## config.mk

```make
export PLATFORM = sky130hd
export DESIGN_NAME = alu_16
export DESIGN_NICKNAME = d
export VERILOG_FILES = /design/src/rtl/alu_16_pkg.sv /design/src/rtl/alu_16_addsub.sv /design/src/rtl/alu_16.sv
export SDC_FILE = /design/constraint.sdc
export NUM_CORES = 1
export LEC_CHECK = 0
export ABC_CLOCK_PERIOD_IN_PS = 6250
export CAP_MARGIN = 20
export CORE_MARGIN = 4
export CORE_UTILIZATION = 39
export DETAILED_ROUTE_END_ITERATION = 8
export PLACE_DENSITY = 0.6
export SETUP_SLACK_MARGIN = 0.2
export SYNTH_ARGS = -nofsm -noshare
export SYNTH_HDL_FRONTEND = slang
export SYNTH_SLANG_ARGS = --single-unit
export TNS_END_PERCENT = 1
```

## constraint.sdc

```tcl
create_clock -name clk -period 6.25 [get_ports clk]
set_input_delay 0.625 -clock clk [delete_from_list [all_inputs] [get_ports clk]]
set_output_delay 0.625 -clock clk [all_outputs]
set_load 0.005 [all_outputs]
```

## src/rtl/alu_16_pkg.sv

```systemverilog
// Shared types and opcode encodings for the 16-bit execute-stage ALU.
package alu_16_pkg;

    localparam int unsigned DATA_W  = 16;
    localparam int unsigned OP_W    = 3;
    localparam int unsigned SHAMT_W = 4;

    typedef enum logic [OP_W-1:0] {
        ALU_ADD  = 3'b000,
        ALU_SUB  = 3'b001,
        ALU_AND  = 3'b010,
        ALU_OR   = 3'b011,
        ALU_NAND = 3'b100,
        ALU_XOR  = 3'b101,
        ALU_SLL  = 3'b110,
        ALU_SRA  = 3'b111
    } alu_op_e;

    typedef struct packed {
        logic z;
        logic v;
        logic n;
    } alu_flags_t;

endpackage

```

## src/rtl/alu_16_addsub.sv

```systemverilog
// 16-bit adder/subtractor: SUB is a + ~b + 1, overflow from operand/result signs.
module alu_16_addsub
    import alu_16_pkg::*;
(
    input  logic [DATA_W-1:0] a,
    input  logic [DATA_W-1:0] b,
    input  logic              sub,
    output logic [DATA_W-1:0] sum,
    output logic              ovf
);

    logic [DATA_W-1:0] b_eff;

    assign b_eff = sub ? ~b : b;
    assign sum   = a + b_eff + DATA_W'(sub);

    // Same-signed effective operands producing a differently-signed result.
    assign ovf = (a[DATA_W-1] == b_eff[DATA_W-1]) && (sum[DATA_W-1] != a[DATA_W-1]);

endmodule

```

## src/rtl/alu_16.sv

```systemverilog
// Execute-stage ALU: combinational result and Z/V/N flags, plus a flag status register.
module alu_16
    import alu_16_pkg::*;
(
    input  logic              clk,
    input  logic              rst_n,
    input  logic [OP_W-1:0]   alu_op,
    input  logic [DATA_W-1:0] alu_a,
    input  logic [DATA_W-1:0] alu_b,
    output logic [DATA_W-1:0] alu_out,
    output logic              z,
    output logic              v,
    output logic              n,
    input  logic              flag_we,
    output logic              sr_z,
    output logic              sr_v,
    output logic              sr_n
);

    logic [DATA_W-1:0]        as_sum;
    logic                     as_ovf;
    logic                     is_sub;
    logic [SHAMT_W-1:0]       shamt;
    logic signed [DATA_W-1:0] a_signed;

    assign is_sub   = (alu_op == ALU_SUB);
    assign shamt    = alu_b[SHAMT_W-1:0];
    assign a_signed = alu_a;

    alu_16_addsub u_addsub (
        .a   (alu_a),
        .b   (alu_b),
        .sub (is_sub),
        .sum (as_sum),
        .ovf (as_ovf)
    );

    // Result mux; every opcode is decoded so the output is always defined.
    always_comb begin
        alu_out = '0;
        v       = 1'b0;
        case (alu_op_e'(alu_op))
            ALU_ADD: begin
                alu_out = as_sum;
                v       = as_ovf;
            end
            ALU_SUB: begin
                alu_out = as_sum;
                v       = as_ovf;
            end
            ALU_AND:  alu_out = alu_a & alu_b;
            ALU_OR:   alu_out = alu_a | alu_b;
            ALU_NAND: alu_out = ~(alu_a & alu_b);
            ALU_XOR:  alu_out = alu_a ^ alu_b;
            ALU_SLL:  alu_out = alu_a << shamt;
            ALU_SRA:  alu_out = DATA_W'(a_signed >>> shamt);
            default:  alu_out = '0;
        endcase
    end

    assign z = (alu_out == '0);
    assign n = alu_out[DATA_W-1];

    // Status register; reset takes priority over a flag write.
    always_ff @(posedge clk) begin
        if (!rst_n) begin
            sr_z <= 1'b0;
            sr_v <= 1'b0;
            sr_n <= 1'b0;
        end else if (flag_we) begin
            sr_z <= z;
            sr_v <= v;
            sr_n <= n;
        end
    end

endmodule

```

Word-level counts from Yosys, hierarchy flattened

Index checks and enable logic that the tools add are counted.

Add/subtract/negate cells: 2
Equal/unequal tests: 9
Shift-type cells: 2
Multiplexer cells: 3
Bitwise gates (word level): 5
Reductions and logical operators: 4

Operators with widths:

| cell                                           | count |
|---|---|
| case mux 16 bit (7 select lines)               | 1 |
| inverter 16 bit                                | 2 |
| adder 16 x 1 -> 16 bit                         | 1 |
| adder 16 bit                                   | 1 |
| AND 16 bit                                     | 1 |
| zero test 16 bit                               | 1 |
| two-way mux 16 bit                             | 1 |
| bitwise OR 16 bit                              | 1 |
| left shift 16 x 4 -> 16 bit                    | 1 |
| >>> shifter 16 x 4 -> 16 bit                   | 1 |
| XOR 16 bit                                     | 1 |
| == test 3 bit (second input constant)          | 4 |
| == test 3 x 2 -> 1 bit (second input constant) | 2 |
| == test 3 x 1 -> 1 bit (second input constant) | 1 |
| zero test 3 bit                                | 1 |
| OR reduction 2 bit                             | 1 |
| == test 1 bit                                  | 1 |
| logical AND 1 bit                              | 1 |
| two-way mux 1 bit                              | 1 |
| inequality test 1 bit                          | 1 |

Register bits: 3
Output and inout bits: 22
Word-level logic and storage cells: 28

Longest topological paths before layout

Depth in word-level cells: 7
Mapped depth: 16
Mapped depth without buffers: 13

Modules after synthesis

A second synthesis with hierarchy kept.

Cells, all modules: 571
Area total of the unflattened synthesis: 4127.7 um^2

Modules (own cells, without submodules):

| module        | instances | cells each | area each (um^2) |
|---|---|---|---|
| alu_16        | 1         | 449        | 3219.3 |
| alu_16_addsub | 1         | 122        | 908.4 |

Least setup slack after synthesis

Ideal clock, no wire load.

Path type: in2out
Start point: in alu_op[2]
End point: out z
Arrival time: 4.384 ns
Required time: 5.625 ns
Path slack: 1.241 ns
Stages on the path: 15
Cells stage by stage: buf_4 or2_1 clkbuf_1 nor2_2 buf_1 xnor2_1 ha_1 and4b_1 a221oi_2 o21ai_1 xor2_1 a2111o_1 nor4_1 nand4b_1 nor4_1

Cells in the longest elaborated chain, start to end: 6
Elaborated cells on any way between the ends: 14

RTL lines:

| what                                 | RTL line                   | text |
|---|---|---|
| start, declared                      | alu_16.sv:7                | `input logic [OP_W-1:0] alu_op,` |
| == test 3 x 1 -> 1 bit               | alu_16.sv:26, alu_16.sv:42 |  |
| two-way mux 16 bit                   | alu_16_addsub.sv:14        | `assign b_eff = sub ? ~b : b;` |
| adder 16 bit                         | alu_16_addsub.sv:15        | `assign sum = a + b_eff + DATA_W'(sub);` |
| adder 16 x 1 -> 16 bit               | alu_16_addsub.sv:15        |  |
| case mux 16 bit (7 select lines) (*) | alu_16.sv:42               | `case (alu_op_e'(alu_op))` |
| named net alu_out[5]                 | alu_16.sv:10               | `output logic [DATA_W-1:0] alu_out,` |
| zero test 16 bit (*)                 | alu_16.sv:61               | `assign z = (alu_out == '0);` |
| end, declared                        | alu_16.sv:11               | `output logic z,` |

Mark *: on every way through the listed nets, which the timed path passes. The rest lies on a longest branch.

Final worst setup path

Start point: in alu_op[2]
End point: out z

Cells in the longest elaborated chain, start to end: 6
Elaborated cells on any way between the ends: 14

RTL lines:

| what                                 | RTL line |
|---|---|
| == test 3 x 1 -> 1 bit               | alu_16.sv:26, alu_16.sv:42 |
| two-way mux 16 bit                   | alu_16_addsub.sv:14 |
| adder 16 bit                         | alu_16_addsub.sv:15 |
| adder 16 x 1 -> 16 bit               | alu_16_addsub.sv:15 |
| case mux 16 bit (7 select lines) (*) | alu_16.sv:42 |
| zero test 16 bit (*)                 | alu_16.sv:61 |

Mark *: on every way between the ends. The rest lies on a longest branch, timed or not.

==> metrics <==
CTS Buf Count=3; CP max stage cell=clkdlybuf4s50_1; maxcap violations=0; DR WL/cell=20.7 microns; critical path launch point type=primary input; HP Class=reg2reg; hold_buf cts=0; R2R Path Start=sr_v; Max-slew headroom=30.3%; Endpoint, Worst Hold=sr_z; Tmin final=5470 ps; Power Total=0.499 mW; Max IR drop VDD=70.4 uV; CTS clock-pin slew for the worst setup and hold paths=30 ps; Cells after DPL=714; critical path arrival=4850 ps; Max clock buf depth=2; element type at the critical path end=output pin; area leader, netlist=ha_1; final net count=676; most area-consuming cells after synthesis=ha_1 16%, mux2i_1 5.9%, a21oi_1 5.3%; Starting DRT DRC Count=360; worst r2r dst=sr_v; outcome=completed; DIE WIDTH=108 microns; largest net degree at the start of global routing=50; Slew Limit Fails=0; setup TNS=0 ps; area of the mapped netlist=3900 sq um; Final Skew=0 ps; worst endpoint required time=5620 ps; routability cong.=0.932; hold slack=496 ps; Yosys cell types=74; DR pass1 iterations=5; hold wc startpoint=sr_z; CTS tree=built; first-pass GRT wire length=23.2 mm; Seq/Total Area, Yosys=1.54%; Ports=60; CP peak stage delay=550 ps; Non-Filler Instances=718; CTS sink count=3; asr flop ratio synth=0%; # fillers=1024; Clock Latency Late Sink=210 ps; syn avg cell area=7.15 sq um; Detailed Route WL=14.9 mm; number of hold violations in the final report=0; syn_nets=635; kind of critical path=in2out; DRC Markers=0; Initial Utilization=39.9%; via count=4466; Routed Antenna Nets=0; die area=11700 sq um; Post-CTS Setup Inserts=0; Peak Freq=183 MHz; synth cell count leaders=51 x ha_1, 46 x nor2_1, 41 x a21oi_1, 41 x inv_1, 37 x nand2_1; RSZ-0062 raised after global routing=false; via count of the first global-routing pass=4178; share of layout cells above drive strength 1=8.89%; final period utilization=87.5%; #FFs+latches synth=3; row count=36; Clock Tree Root=clkbuf_8; synthesized netlist cell count=545; critical-path cell list=clkdlybuf4s50_1 > or2_1 > nor2_2 > buf_4 > xnor2_1 > ha_1 > a21oi_1 > a21oi_1 > o21ai_0 > xnor2_1 > a221o_1 > nor4_1 > nand4b_1 > nor4_1 > clkdlybuf4s50_1; post-DP HPWL=11.5 mm; most frequent cell after synthesis=ha_1; Pwr per Cell Area=108 nW/um^2; # H-tree levels=1; R2R depth=2; number of flops mapped to enable cells by yosys=0; dominant synthesized flop cell=dfxtp_1; crit path max fanout=11; reg-to-reg slack, setup=5490 ps; Die Y=108 microns; GR Util All Layers=25.0%; Setup-failing EPs final=0; total number of yosys warnings=0; worst hold stages=2; area fraction of the dominant cell type after synthesis=16.4%; post-CTS resize count=0; Worst Max-Slew Pin Slew=1040 ps; GR Overflow Total=0; Ant. Diodes=0; initial antenna violation count=0; IO Port Bufs=59; P_leak=1.95 nW; Area Growth Syn to Fin=18.4%; DR vias/cell=6.22; core area=9770 sq um
==> cell type report <==
| cell class | instances | area (sq um) | area share (%) |
|---|---|---|---|
| well taps | 133 | 166 | 3.61 |
| clock buffers | 4 | 45.0 | 0.976 |
| inverters | 43 | 161 | 3.50 |
| repair buffers | 74 | 693 | 15.0 |
| multi-input cells | 461 | 3490 | 75.6 |
| flip-flops and latches | 3 | 60.1 | 1.30 |
==> cell usage in the layout (no fill, tap or decap), drive strengths merged, types with 4 or more instances in the layout <==
cell,count
ha,51
buf,17
mux4,7
or3,5
inv,43
clkdlybuf4s50,57
a221oi,4
xnor2,18
mux2i,24
o211ai,7
nand3,9
nand4,7
o22ai,7
mux2,15
o221ai,6
a22oi,5
nand2b,11
xor2,7
nor2b,11
o21a,9
nor3,10
nand3b,5
nor4,8
a211oi,15
o21ai,32
a21oi,43
nor2,47
clkbuf,4
a31oi,5
nand2,37
==> worst max-delay path: cells and delay by family <==
| family | cells | cell delay (ps) |
|---|---|---|
| simple gates | 5 | 1350 |
| buf+inv | 3 | 1270 |
| xor+xnor | 2 | 310 |
| compound gates | 4 | 1000 |
| fa+ha+maj | 1 | 280 |
==> per-layer routing <==
metal | vias up | wire (microns) | global-route usage [%]
met3 | 21 | 1410 | 3.10
li1 | 2114 | - | -
met4 | 0 | 226 | 3.97
met5 | - | 0 | 0
met2 | 219 | 6650 | 39.9
met1 | 2112 | 6590 | 36.6
==> where the power goes <==
part,switching (mW),total [mW],internal [mW]
clock,0.0130,0.0566,0.0435
combinational,0.237,0.422,0.185
sequential,0.000337,0.0204,0.0201
total,0.250,0.499,0.248
==> cells by family (layout without fill, tap and decap cells) <==
logic type	Yosys count	count (layout)	synth area share (%)
AOI/OAI and AO/OA	168	168	29.4
xor gates and xnor gates	25	25	5.62
adders and majority gates	52	52	16.9
buffers and inverters	81	121	8.99
DFF	3	3	1.54
muxes	46	46	15.2
and+or+nand+nor	170	170	22.4
==> how the worst max path moves through the flow <==
stage / depth (start not counted) / from / end
finish: 15 / alu_op[2] / z
global route: 15 / alu_op[2] / z
CTS: 14 / alu_op[2] / z
detailed placement: 14 / alu_op[2] / z
global placement: 14 / alu_op[2] / z
floorplan: 15 / alu_op[2] / z
==> flip-flops by register name, summed over array words and instances (netlist names) <==
signal  count
sr_n        1
sr_v        1
sr_z        1
==> through the flow <==
stage	setup WS, ps	util [%]	instance area [sq um]
after detailed placement	788	46.7	4570
after CTS	779	47.2	4610
final	779	47.2	4610
after floorplan	1240	-	3900
after global routing	422	47.2	4610
after global placement	832	46.7	4570
Power figures use the tool's default switching activity.
